<file path="config.mk">
export PLATFORM = sky130hd
export DESIGN_NAME = uart_tx_arbiter
export DESIGN_NICKNAME = d
export VERILOG_FILES = /design/src/rtl/uart_tx_arbiter.sv
export SDC_FILE = /design/constraint.sdc
export NUM_CORES = 1
export LEC_CHECK = 0
export CORE_MARGIN = 1
export CORE_UTILIZATION = 40
export DETAILED_ROUTE_END_ITERATION = 12
export PLACE_DENSITY = 0.7
export SYNTH_ARGS = -nofsm -noshare
export SYNTH_HDL_FRONTEND = slang
export SYNTH_SLANG_ARGS = --single-unit
</file>
<file path="constraint.sdc">
create_clock -name clk -period 2.8 [get_ports clk]
set_clock_uncertainty 0.15 [all_clocks]
set_input_delay 0.28 -clock clk [delete_from_list [all_inputs] [get_ports clk]]
set_output_delay 0.28 -clock clk [all_outputs]
set_load 0.1 [all_outputs]
</file>
<file path="src/rtl/uart_tx_arbiter.sv">
// Round-robin arbiter sharing one UART transmitter between NREQ requesters,
// with per-packet locking, a gap timeout on stalled locks and lost-frame detection.
module uart_tx_arbiter #(
    parameter int NREQ      = 4,
    parameter int BUSY_WAIT = 8,
    parameter int GAP_WAIT  = 4096
) (
    input  logic              clk,
    input  logic              reset,
    input  logic [NREQ-1:0]   req_valid,
    input  logic [9*NREQ-1:0] req_data,
    input  logic [NREQ-1:0]   req_last,
    output logic [NREQ-1:0]   req_ready,
    output logic [8:0]        tx_data,
    output logic              tx_send,
    input  logic              tx_busy,
    output logic [2:0]        grant_id,
    output logic              active,
    output logic              err_lost,
    output logic              err_gap
);

    localparam int GW = $clog2(GAP_WAIT + 1);
    localparam int BW = $clog2(BUSY_WAIT + 1);

    typedef enum logic [1:0] {ARB, SEND, WAIT_BUSY, WAIT_DONE} state_t;

    state_t         state;
    logic [2:0]     pointer;
    logic           lock;
    logic [GW-1:0]  gap_cnt;
    logic [BW-1:0]  busy_cnt;

    logic           found;
    logic [2:0]     winner;
    logic [8:0]     win_data;
    logic           win_last;

    // Index k steps past base, wrapping at NREQ (NREQ need not be a power of two).
    function automatic logic [2:0] rr_index(input logic [2:0] base, input int k);
        int s;
        s = int'(base) + k;
        if (s >= NREQ) s = s - NREQ;
        return s[2:0];
    endfunction

    // NOTE: every signal gets a default at the top of the block so no path leaves
    // it unassigned; otherwise synthesis infers a latch.
    always_comb begin
        found    = 1'b0;
        winner   = grant_id;
        win_data = '0;
        win_last = 1'b0;
        if (state == ARB) begin
            if (lock) begin
                for (int i = 0; i < NREQ; i++)
                    if (req_valid[i] && grant_id == 3'(i)) found = 1'b1;
            end else begin
                for (int k = 0; k < NREQ; k++)
                    for (int i = 0; i < NREQ; i++)
                        if (!found && req_valid[i] && rr_index(pointer, k) == 3'(i)) begin
                            found  = 1'b1;
                            winner = 3'(i);
                        end
            end
        end
        for (int i = 0; i < NREQ; i++)
            if (winner == 3'(i)) begin
                win_data = req_data[9*i +: 9];
                win_last = req_last[i];
            end
    end

    always_comb begin
        req_ready = '0;
        for (int i = 0; i < NREQ; i++)
            if (found && winner == 3'(i)) req_ready[i] = 1'b1;
    end

    // NOTE: state registers use non-blocking assignments so every register in the
    // block updates from the same pre-edge values.
    always_ff @(posedge clk or posedge reset) begin
        if (reset) begin
            state    <= ARB;
            pointer  <= '0;
            lock     <= 1'b0;
            gap_cnt  <= '0;
            busy_cnt <= '0;
            tx_data  <= '0;
            tx_send  <= 1'b0;
            grant_id <= '0;
            active   <= 1'b0;
            err_lost <= 1'b0;
            err_gap  <= 1'b0;
        end else begin
            tx_send <= 1'b0;
            err_gap <= 1'b0;
            case (state)
                ARB: begin
                    if (found) begin
                        // An accept beats a gap timeout landing in the same cycle.
                        tx_data  <= win_data;
                        grant_id <= winner;
                        lock     <= ~win_last;
                        active   <= 1'b1;
                        tx_send  <= 1'b1;
                        gap_cnt  <= '0;
                        state    <= SEND;
                    end else if (lock) begin
                        if (gap_cnt == GW'(GAP_WAIT - 1)) begin
                            lock    <= 1'b0;
                            err_gap <= 1'b1;
                            pointer <= rr_index(grant_id, 1);
                            gap_cnt <= '0;
                        end else begin
                            gap_cnt <= gap_cnt + 1'b1;
                        end
                    end
                end
                SEND: begin
                    busy_cnt <= '0;
                    state    <= WAIT_BUSY;
                end
                WAIT_BUSY: begin
                    if (tx_busy) begin
                        state <= WAIT_DONE;
                    end else if (busy_cnt == BW'(BUSY_WAIT - 1)) begin
                        err_lost <= 1'b1;
                        lock     <= 1'b0;
                        active   <= 1'b0;
                        pointer  <= rr_index(grant_id, 1);
                        state    <= ARB;
                    end else begin
                        busy_cnt <= busy_cnt + 1'b1;
                    end
                end
                WAIT_DONE: begin
                    if (!tx_busy) begin
                        active <= 1'b0;
                        if (!lock) pointer <= rr_index(grant_id, 1);
                        state <= ARB;
                    end
                end
                default: state <= ARB;
            endcase
        end
    end

endmodule

</file>
==> flow_summary_export.csv <==
group,metric,value,unit
route,remaining_drc_errors,0,
worst_setup_path,path_buf_inv,4,
route,post_drt_via_cell_ratio,5.71,
yosys,synth_flop_cell,"dfrtp_1",
yosys,synth.net_count,414,
yosys,yosysTopAreaCellShare,31.5,%
floorplan,start_util,42.1,%
yosys,yosys-top-cells-count,"39 x dfrtp_1, 37 x nand2_1, 29 x nor2_1",
yosys,synth.yosys.seq_area_share,31.5,%
place,numPortBuffers,66,
place,place_inst,539,
floorplan,core_area,7370,µm²
cts,clock_sinks,39,
worst_setup_path,setup.worst_path.start,"pointer[1]",
place,dp_slack,-0.174,ns
layout,nets,523,
timing,setup_viol,4,
global_route,grt_pass1_vias,3073,
yosys,avgSynthCellArea,8.71,µm²
route,drt-wirelength-per-cell,15.5,µm
power_and_ir_drop,power_density,1220,nW/µm²
timing,timing.final.ws_setup,-0.0540,ns
worst_setup_path,timing.rr.start,"pointer[1]",
cts,cts_buffers,5,
worst_setup_path,cpMostUsedCell,"buf_12",
timing,rsz0062_at_grt,"true",
global_route,grt-ovfl-total,0,
yosys,netlist_area,3100,µm²
yosys,ys_ff_latch,39,
yosys,synthCells,356,
worst_setup_path,required,2.37,ns
global_route,antenna_found_initial,0,
yosys,synth.most_common_cell,"dfrtp_1",
power_and_ir_drop,power_leakage,2.00,nW
layout,drive_gt1_share,29.4,%
floorplan,rows,31,
worst_setup_path,cpPeakStageDelay,0.50,ns
timing,finalSetupTns,-0.205,ns
floorplan,pin_count,67,
floorplan,die-width,90.0,µm
worst_setup_path,cp_top_family,"simple AND/OR/NAND/NOR gates",
yosys,ys_top_cells_by_area,"dfrtp_1 31%, nand2_1 4.5%, ha_1 4.4%",
worst_setup_path,worst-path-max-fanout,10,
timing,drv_slew,0,
cts,clock_path_buffers,2,
yosys,ys_types,69,
cts,insertion_delay,0.30,ns
worst_setup_path,crit_slowest_cell,"or4_1",
route,num_vias,3226,
timing,tightest_slew,0.681,ns
layout,area_growth,45.5,%
place,hpwl,6.51,mm
timing,max_freq,0.350,GHz
power_and_ir_drop,switching_share,51.1,%
worst_setup_path,rrSetupSlack,0.01,ns
route,wl,8.75,mm
floorplan,design.die.area,8100,µm²
power_and_ir_drop,pwr-share-clk,7.1,%
layout,fin_cells,565,
worst_setup_path,crit_type,"reg -> out",
floorplan,die_h,90.0,µm
yosys,synth_top_area_cell,"dfrtp_1",
timing,min_period,2.85,ns
route,drt-pass1-iter-count,5,
job,max-cap-violations,0,
route,antenna_left,0,
cts,h-tree-depth,2,
status,violations,"setup timing",
worst_setup_path,cp-end-kind,"primary output",
yosys,synth_edf_count,0,
power_and_ir_drop,p_int,0.00269,W
yosys,ys_async_sr_fraction,100,%
layout,diodes,0,
hold_path,min_path_type,"in -> async",
cts,ctsHoldBuffers,0,
status,outcome,"complete, but fails checks",
cts,root_buffer,"clkbuf_8",
worst_setup_path,arrival,2.42,ns
global_route,grtUsageTotal,21.6,%
global_route,grt_pass1_wl,14.4,mm
worst_setup_path,path_cells,"buf_12 -> inv_1 -> or4_1 -> o311a_1 -> o2bb2ai_2 -> a31o_4 -> inv_4 -> and3_4 -> buf_12",
power_and_ir_drop,power_frac_comb,76.3,%
cts,cts_tree,"done",
power_and_ir_drop,irDropWorstVdd,1.02,mV
power_and_ir_drop,p_switching,0.00281,W
timing,hold_viol,0,
cts,clk_pin_slew,0.08,ns
timing,maxSlewHeadroom,54.4,%
worst_setup_path,start_kind,"flop",
global_route,grt_max_degree,23,
timing,post-route-period-util,102,%
place,gp_congestion,0.857,
power_and_ir_drop,p_total,0.00550,W
power_and_ir_drop,seqPwrFrac,16.6,%
route,drtIter0Drc,171,
yosys,ys_warn_count,0,
==> state kept, by name (all words and copies together) (netlist names) <==
name	cells
gap_cnt	13
tx_data	9
busy_cnt	4
grant_id	3
pointer	3
state	2
active	1
err_gap	1
err_lost	1
lock	1
tx_send	1
==> final timing paths <==
check	to	depth (start not counted)
max in group asynchronous	gap_cnt[4]	3
min in group clk	gap_cnt[12]	1
worst min register to register	gap_cnt[12]	1
worst max-delay path	req_ready[3]	9
worst min-delay path	tx_data[0]	2
worst max register to register	tx_data[6]	12
==> worst reg2reg max path, cell delays in order, from the launching register on <==
cell and delay [ns]:
dfrtp_2 0.49, buf_12 0.17, nand2b_4 0.17, buf_6 0.13, a21oi_2 0.12, a31oi_1 0.06
nor2_1 0.16, o2bb2ai_2 0.09, a31o_4 0.26, buf_4 0.15, buf_4 0.15, or3_1 0.35
a32o_1 0.25
==> final cells by class <==
class,instances,area [µm²]
clock inverter,3,20.0
fill,635,2860
multi-input combinational,277,2040
tap,99,124
clock buffer,5,68.8
inverter,18,82.6
sequential,39,985
timing repair buffer,124,1180
==> cell usage in the layout (no fill, tap or decap), types with 3 or more instances in the layout <==
| master | instances |
|---|---|
| dfrtp_2 | 4 |
| a32o_1 | 9 |
| o21ai_1 | 3 |
| inv_2 | 3 |
| nand3b_1 | 4 |
| a21oi_1 | 11 |
| nand3_1 | 16 |
| o31ai_1 | 7 |
| nand2b_1 | 10 |
| clkbuf_8 | 5 |
| o21ai_0 | 19 |
| nor3_1 | 3 |
| nor2_1 | 28 |
| a22o_1 | 4 |
| and3_1 | 5 |
| buf_4 | 65 |
| o21a_1 | 4 |
| and3_4 | 4 |
| buf_12 | 8 |
| a21oi_2 | 3 |
| nor2b_1 | 4 |
| dfrtp_1 | 34 |
| a41oi_1 | 3 |
| ha_1 | 10 |
| nand4_1 | 3 |
| clkdlybuf4s50_1 | 42 |
| a221oi_1 | 9 |
| nand2_1 | 37 |
| and2b_1 | 3 |
| dlygate4sd2_1 | 3 |
| buf_6 | 4 |
| nand2b_4 | 3 |
| inv_1 | 12 |
| nor2_4 | 4 |
| mux2i_1 | 11 |
| or3_1 | 10 |
| a31oi_1 | 7 |
==> routing by layer <==
layer / wire (µm) / up-vias / GRT usage [%]
li1: - / 1537 / -
met1: 3950 / 1562 / 29.3
met2: 4210 / 108 / 34.8
met3: 379 / 19 / 3.13
met4: 220 / 0 / 7.93
met5: 0 / - / 0
==> per-stage QoR <==
stage,util (%),hold WS (ns),cell area [µm²]
2_1_floorplan,-,0.300,3160
3_3_place_gp,55.8,0.311,4120
3_5_place_dp,55.8,0.307,4120
4_1_cts,60.1,0.0555,4430
5_1_grt,61.2,0.0801,4510
6_report,61.2,0.0629,4510
==> power groups by stage <==
stage / Clock [W] / Sequential [W] / Combinational (W)
6_report: 0.000391 / 0.000913 / 0.00419
5_1_grt: 0.000424 / 0.000937 / 0.00447
4_1_cts: 0.000402 / 0.000913 / 0.00409
3_5_place_dp: 0 / 0.000934 / 0.00372
3_3_place_gp: 0 / 0.000926 / 0.00368
2_1_floorplan: 0 / 0.00151 / 0.00214
==> kinds of logic after synthesis <==
group                      after synthesis  share of synthesized area [%]
and+or+nand+nor                        148                           25.5
AOI/OAI and AO/OA                      100                           24.7
buffers and inverters                   40                           7.47
DFF                                     39                           31.5
muxes                                   15                           5.49
adders and majority gates               11                           4.44
xor gates and xnor gates                 3                          0.848
==> timing repair <==
item,CTS,global route
cloned,1,0
gates resized for setup,21,15
setup buffers,16,1
endpoints found under the hold margin,0,0
endpoints found under the setup margin,13,21
pin swaps,10,6
Power figures use the tool's default switching activity.
